$ cat config.mk
export PLATFORM = sky130hd
export DESIGN_NAME = seg7_multi_display
export DESIGN_NICKNAME = d
export VERILOG_FILES = /design/src/rtl/seg7_multi_display.sv
export SDC_FILE = /design/constraint.sdc
export NUM_CORES = 1
export LEC_CHECK = 0
export CAP_MARGIN = 40
export CORE_ASPECT_RATIO = 0.9
export CORE_UTILIZATION = 40
export CTS_CLUSTER_SIZE = 20
export DETAILED_ROUTE_END_ITERATION = 10
export PLACE_DENSITY = 0.61
export SYNTH_ARGS = -nofsm -noshare
export SYNTH_HDL_FRONTEND = slang
export SYNTH_SLANG_ARGS = --single-unit
$ cat constraint.sdc
create_clock -name clk -period 2.9 [get_ports clk]
set_input_delay 0.725 -clock clk [delete_from_list [all_inputs] [get_ports clk]]
set_output_delay 0.725 -clock clk [all_outputs]
set_load 0.03 [all_outputs]
$ cat src/rtl/seg7_multi_display.sv
// Multi-digit seven-segment driver: serial binary-to-BCD (shift-add-3), leading-zero
// blanking, sign, overflow and halt override. All outputs come straight from flops.
module seg7_multi_display #(
  parameter int DIGITS = 4,
  parameter int WIDTH  = 16
) (
  input  logic                  clk,
  input  logic                  rst_n,
  input  logic [WIDTH-1:0]      value,
  input  logic                  is_signed,
  input  logic                  load,
  input  logic                  halt,
  output logic [7*DIGITS-1:0]   seg,
  output logic                  busy,
  output logic                  overflow
);

  localparam int BW = 4 * DIGITS;
  localparam int CW = $clog2(WIDTH);
  localparam logic [6:0] GLYPH_H     = 7'b0001001;
  localparam logic [6:0] GLYPH_MINUS = 7'b0111111;
  localparam logic [6:0] GLYPH_BLANK = 7'b1111111;

  typedef enum logic [1:0] {IDLE, CONVERT, UPDATE} state_t;

  state_t                state_q, state_d;
  logic [WIDTH-1:0]      mag_q, mag_d;
  logic [BW-1:0]         bcd_q, bcd_d;
  logic                  carry_q, carry_d;
  logic                  neg_q, neg_d;
  logic [CW-1:0]         cnt_q, cnt_d;
  logic [7*DIGITS-1:0]   image_q, image_d;
  logic                  ovf_q, ovf_d;
  logic                  busy_q, busy_d;
  logic                  halt_q, halt_d;

  logic [BW-1:0]         bcd_adj;
  logic [7*DIGITS-1:0]   image_calc;
  logic                  ovf_calc;
  int                    msd;

  function automatic logic [6:0] glyph(input logic [3:0] d);
    case (d)
      4'd0:    glyph = 7'b1000000;
      4'd1:    glyph = 7'b1111001;
      4'd2:    glyph = 7'b0100100;
      4'd3:    glyph = 7'b0110000;
      4'd4:    glyph = 7'b0011001;
      4'd5:    glyph = 7'b0010010;
      4'd6:    glyph = 7'b0000010;
      4'd7:    glyph = 7'b1111000;
      4'd8:    glyph = 7'b0000000;
      4'd9:    glyph = 7'b0011000;
      default: glyph = GLYPH_BLANK;
    endcase
  endfunction

  // Add-3 correction of the accumulator and the display image built from it
  always_comb begin
    bcd_adj = bcd_q;
    for (int i = 0; i < DIGITS; i++) begin
      if (bcd_q[4*i +: 4] >= 4'd5) bcd_adj[4*i +: 4] = bcd_q[4*i +: 4] + 4'd3;
    end
    msd = 0;
    for (int i = 0; i < DIGITS; i++) begin
      if (bcd_q[4*i +: 4] != 4'd0) msd = i;
    end
    ovf_calc   = carry_q || (neg_q && (msd == DIGITS - 1));
    image_calc = '1;
    for (int i = 0; i < DIGITS; i++) begin
      if (ovf_calc)                      image_calc[7*i +: 7] = GLYPH_MINUS;
      else if (i <= msd)                 image_calc[7*i +: 7] = glyph(bcd_q[4*i +: 4]);
      else if (neg_q && (i == msd + 1))  image_calc[7*i +: 7] = GLYPH_MINUS;
      else                               image_calc[7*i +: 7] = GLYPH_BLANK;
    end
  end

  always_comb begin
    state_d = state_q;
    mag_d   = mag_q;
    bcd_d   = bcd_q;
    carry_d = carry_q;
    neg_d   = neg_q;
    cnt_d   = cnt_q;
    image_d = image_q;
    ovf_d   = ovf_q;
    busy_d  = busy_q;
    halt_d  = halt;
    case (state_q)
      IDLE: begin
        if (load) begin
          neg_d   = is_signed && value[WIDTH-1];
          mag_d   = (is_signed && value[WIDTH-1]) ? (~value + WIDTH'(1)) : value;
          bcd_d   = '0;
          carry_d = 1'b0;
          cnt_d   = CW'(WIDTH - 1);
          busy_d  = 1'b1;
          state_d = CONVERT;
        end
      end
      CONVERT: begin
        // Anything leaving the top nibble means the value needs more digits
        carry_d = carry_q | bcd_adj[BW-1];
        bcd_d   = {bcd_adj[BW-2:0], mag_q[WIDTH-1]};
        mag_d   = {mag_q[WIDTH-2:0], 1'b0};
        if (cnt_q == '0) state_d = UPDATE;
        else             cnt_d   = cnt_q - CW'(1);
      end
      UPDATE: begin
        image_d = image_calc;
        ovf_d   = ovf_calc;
        busy_d  = 1'b0;
        state_d = IDLE;
      end
      default: state_d = IDLE;
    endcase
  end

  always_ff @(posedge clk or negedge rst_n) begin
    if (!rst_n) begin
      state_q <= IDLE;
      mag_q   <= '0;
      bcd_q   <= '0;
      carry_q <= 1'b0;
      neg_q   <= 1'b0;
      cnt_q   <= '0;
      image_q <= '1;
      ovf_q   <= 1'b0;
      busy_q  <= 1'b0;
      halt_q  <= 1'b0;
    end else begin
      state_q <= state_d;
      mag_q   <= mag_d;
      bcd_q   <= bcd_d;
      carry_q <= carry_d;
      neg_q   <= neg_d;
      cnt_q   <= cnt_d;
      image_q <= image_d;
      ovf_q   <= ovf_d;
      busy_q  <= busy_d;
      halt_q  <= halt_d;
    end
  end

  assign seg      = halt_q ? {DIGITS{GLYPH_H}} : image_q;
  assign busy     = busy_q;
  assign overflow = ovf_q;

endmodule

After elaboration in Yosys (flattened, before gate mapping):

Memories as Yosys holds them, arrays and structs flattened.
Cells that the tools add are included.

* order comparisons: 8
* add/sub/neg operators: 7
* eq/ne operators: 9
* reduce and logical (&&, ||, !) cells: 20
* mux-type cells: 35
* bitwise operators: 2

Operators with widths (number)
* 2-to-1 mux 7 bit: 12
* == test 3 x 32 -> 1 bit, first input constant: 2
* less-or-equal comparator 3 x 32 -> 1 bit, first input constant: 2
* 2-to-1 mux 32 bit: 2
* one-hot mux 16 bit (2 select lines): 2
* 2-to-1 mux 16 bit: 3
* adder 32 x 2 -> 32 bit, second input constant: 1
* == test 2 x 32 -> 1 bit, first input constant: 1
* == test 32 x 3 -> 1 bit, second input constant: 1
* less-or-equal comparator 1 x 32 -> 1 bit, first input constant: 1
* less-or-equal comparator 2 x 32 -> 1 bit, first input constant: 1
* logical NOT 32 bit: 1
* 2-to-1 mux 28 bit: 1
* 2-to-1 mux 4 bit: 6
* adder 16 x 1 -> 16 bit, second input constant: 1
* adder 4 x 2 -> 4 bit, second input constant: 4
* greater-or-equal comparator 4 x 3 -> 1 bit, second input constant: 4
* NOT 16 bit: 1
* nonzero test 4 bit: 3
* one-hot mux 4 bit (2 select lines): 1
* AND reduction 2 bit: 4
* logical AND 1 bit: 6
* != test 2 bit, second input constant: 3
* logical NOT 4 bit: 1
* other kinds (12): 17

* memories: 4
* input port bits: 21
* word-level logic and storage cells: 95
* output and inout bits: 30
* register bits after elaboration: 71
* bits in read-only memories: 448

Memory list
* (name not given): depth 16, bits a word 7, read ports 1, clocked after memory_dff 0, wr ports 0, line 43 `case (d)`
* (name not given): depth 16, bits a word 7, read ports 1, clocked after memory_dff 0, wr ports 0, line 43
* (name not given): depth 16, bits a word 7, read ports 1, clocked after memory_dff 0, wr ports 0, line 43
* (name not given): depth 16, bits a word 7, read ports 1, clocked after memory_dff 0, wr ports 0, line 43

Logic depth before layout (Yosys ltp):

* depth after elaboration: 10
* gate-level depth with buffers: 7
* depth with buffers taken out: 7

Least setup slack after synthesis:

OpenSTA, ideal clock, no wires.

* kind: input-to-reg
* start point: in value[1]
* end point: reg mag_q[8]
* data arrival time: 2.107 ns
* required time: 2.763 ns
* library setup time: 0.137 ns
* path slack: 0.656 ns
* buffers on the path: 0
* stages: 6
* path through: inv_1 > ha_1 > or4b_2 > o41ai_1 > xor2_1 > a21oi_1

* cells in the longest elaborated chain, start to end: 5

RTL lines
* from (decl): line 9 `input logic [WIDTH-1:0] value,`
* NOT 16 bit: line 93 `mag_d = (is_signed && value[WIDTH-1]) ? (~value + WIDTH'(1)) : value;`
* adder 16 x 1 -> 16 bit: line 93
* 2-to-1 mux 16 bit: line 93
* 2-to-1 mux 16 bit: line 91 `if (load) begin`
* one-hot mux 16 bit (2 select lines): line 89 `case (state_q)`
* to (signal assigned): line 133 `mag_q <= mag_d;`
* to (decl): line 27 `logic [WIDTH-1:0] mag_q, mag_d;`

Every way passes these cells. The select of a mux whose other input is x is not followed.
A chain may end at the register's enable or synchronous reset.

Worst setup path in the final report:

* start point: reg halt_q
* end point: out seg[3]

* cells in the longest elaborated chain, start to end: 1

RTL lines
* from (decl): line 35 `logic halt_q, halt_d;`
* from (signal assigned): line 141 `halt_q <= halt_d;`
* 2-to-1 mux 28 bit: line 145 `assign seg = halt_q ? {DIGITS{GLYPH_H}} : image_q;`
* to (decl): line 13 `output logic [7*DIGITS-1:0] seg,`

Every way passes these cells.

==> qor.yml <==
power_and_ir_drop:
  irDropWorstVdd_mv: 0.373
  power_frac_clock: 0.180
  total_leakage_power_uw: 0.00218
  p_int_uw: 3530
  power_switching_uw: 2410
  power_per_cell_area_mw_per_mm2: 1110
  pwr-share-comb: 0.478
  swShare: 0.405
  pwr-share-seq: 0.341
cells_and_area:
  antennaDiodeCount: 0
  drive_above_1_share: 0.155
  area_delta_synth_final_pct: 21.9
  final_common_cell: "clkdlybuf4s50_1"
  nNetsFinal: 580
  final_cell_mix: "49 x clkdlybuf4s50_1, 43 x a21oi_1, 43 x dfrtp_1, 40 x nor2_1, 33 x inv_1"
logic_synthesis:
  synth-simple-area-share: 0.187
  async_reset_ff_frac: 1.00
  synth-edff-count: 0
  synth_top_family_by_area: "compound AO/OA/AOI/OAI gates"
  ys_top_cells_by_area: "dfrtp_1 25%, dfstp_2 17%, ha_1 6.3%"
  synth-xor-area-share: 0.0360
  synth_fa_ha_area_frac: 0.0628
  yosysSeqAreaShare: 0.413
  yosys.area.top_type_share: 0.246
  syn_inst: 487
  ys_seq_elements: 71
  synthMuxAreaShare: 0.0308
  synthDistinctLibCells: 59
  ys_warn_count: 0
  synth.cell_area_mm2: 0.00438
  synthFlopType: "dfrtp_1"
  synth.avg_cell_area_um2: 9.00
  syn_nets: 530
  synth-compound-area-share: 0.216
  yosysTopAreaCell: "dfrtp_1"
floorplanning:
  initial_core_util: 0.419
  ios: 51
  coreArea_mm2: 0.0105
  die-width_um: 112
  row_count: 35
  dieArea_mm2: 0.0114
  die_height_um: 101
global_routing:
  overflow: 0
  grt_antenna_before_repair: 0
  grt_pass1_vias: 3433
  grt_max_degree: 72
  grt_pass1_wl_um: 16700
  grt_usage: 0.185
cts:
  cts_tree: "done"
  cts_hold_buf: 0
  postCtsSetupBuffers: 0
  htreeDepth: 3
  cts_buffers: 9
  cts.clk_slew.worst_paths_ns: 0.05
  cts_root_buf: "clkbuf_16"
  clk_path_buf_depth: 2
  clock_sinks: 71
  clock_latency_ns: 0.33
  ctsResizeCount: 0
routing:
  antenna_left: 0
  drt_first_iter_violations: 141
  vias: 3610
  post-route-drc-count: 4
  vias_per_cell: 5.38
  firstDrtPassIters: 9
  drt_wl_total_um: 9820
  route.detailed.wl_per_inst_um: 14.6
worst_setup_path:
  required_ns: 2.17
  end_kind: "output pin"
  crit_chain: "buf_4 -> or2_2 -> clkdlybuf4s50_1"
  startpoint_type: "register"
  cp_top_family: "buffers and inverters"
  crit_buf_inv: 2
  crit_fanout: 28
  critPathMaxStageDelay_ns: 0.59
  critical_path_class: "register to output pin"
  cp_slowest_cell: "clkdlybuf4s50_1"
  worstPathArrival_ns: 1.81
min_path:
  worstHoldPathType: "primary input to async pin"
sta:
  max_freq_ghz: 0.395
  layout_worst_path_cycle_share: 0.874
  rsz0062_at_grt: "no"
  drv_slew: 0
  layout_min_cycle_time_ns: 2.53
  finalClockSkew_ns: 0.00519
  max-slew-margin-rel: 0.636
  setup_ws_ns: 0.365
  finalSetupTns_ns: 0
  setup_viol: 0
  finalHoldViolCount: 0
  worst_slew_pin_slew_ns: 0.544
run:
  max_cap_viol_count: 0
placement:
  gp_congestion: 0.817
  io_buffers: 50
  hpwl_um: 7070
  pre_cts_ws_ns: 0.106
run_status:
  status: "finished, violations left"
  failed_checks: "DRC"
==> power by group through the flow <==
stage | logic (uW) | registers (uW) | clock network, uW
after floorplan | 2250 | 1840 | 0
after global placement | 2780 | 2020 | 0
after detailed placement | 2840 | 2040 | 0
after CTS | 2860 | 2030 | 1100
after global routing | 3190 | 2110 | 1150
final | 2840 | 2030 | 1070
==> synth_stat cells, types with 2 or more instances <==
master	n
nor3b_1	6
inv_1	33
o22ai_1	17
nor2_1	41
o32a_1	2
a22oi_1	3
o22a_1	9
o21ai_0	32
dfstp_2	28
a31oi_1	7
o31ai_1	3
nor3_1	13
nand3_1	9
o21bai_1	3
mux2i_1	9
dfrtp_1	43
or4_1	3
xor2_1	7
or2_2	10
a221oi_1	2
nand3b_1	2
a211oi_1	3
nand4_1	3
o21ba_2	3
xnor2_1	11
o41ai_1	3
o21a_1	2
a41oi_1	2
and2_1	3
mux2_2	4
nor2b_1	28
nand2b_1	6
ha_1	22
buf_6	2
a21oi_1	43
clkbuf_1	23
nand2_1	25
==> stage by stage <==
| step | hold slack, ns | total power, uW | cells | instance area [um^2] | util |
|---|---|---|---|---|---|
| after floorplan | 0.429 | 4090 | 487 | 4380 | - |
| after global placement | 0.449 | 4800 | 655 | 5050 | 0.483 |
| after detailed placement | 0.457 | 4880 | 655 | 5050 | 0.483 |
| after CTS | 0.436 | 5980 | 671 | 5340 | 0.510 |
| after global routing | 0.470 | 6440 | 671 | 5340 | 0.510 |
| final | 0.425 | 5940 | 671 | 5340 | 0.510 |
==> cell families after synthesis <==
logic type	Yosys count
AO/OA/AOI/OAI	147
XOR/XNOR	18
adder cells (fa/ha/maj)	22
buffers and inverters	59
flip-flops	71
multiplexers	13
AND/OR/NAND/NOR	157
==> sequential cells by signal, indices dropped and copies added, names as in the netlist <==
signal	flops
bcd_q	16
busy	1
carry_q	1
cnt_q	4
halt_q	1
image_q	28
mag_q	16
neg_q	1
overflow	1
state_q	2
==> path summary, 6_finish.rpt <==
kind	depth (start not counted)	slack, ns	end	startpoint
worst min register to register	2	0.46	image_q[6]	image_q[6]
max in group asynchronous	2	2.14	image_q[5]	rst_n
worst max-delay path	3	0.37	seg[3]	halt_q
min in group clk	2	0.46	image_q[6]	image_q[6]
worst max register to register	6	0.42	image_q[21]	bcd_q[13]
worst min-delay path	2	0.42	halt_q	rst_n
==> layer usage <==
layer | GRT usage | wire length (um) | vias up
met5 | 0 | 0 | -
li1 | - | - | 1816
met4 | 0.0738 | 107 | 0
met2 | 0.301 | 4560 | 68
met3 | 0.0293 | 297 | 7
met1 | 0.250 | 4850 | 1719
==> final cells by class <==
| cell class | instances | area, um^2 |
|---|---|---|
| well taps | 129 | 161 |
| clock inverters | 7 | 63.8 |
| repair buffers | 65 | 621 |
| fillers | 973 | 5120 |
| inverters | 33 | 124 |
| clock buffers | 9 | 225 |
| multi-input cells | 357 | 2340 |
| flip-flops and latches | 71 | 1810 |
Note: power is estimated with default switching activity, not from simulation.
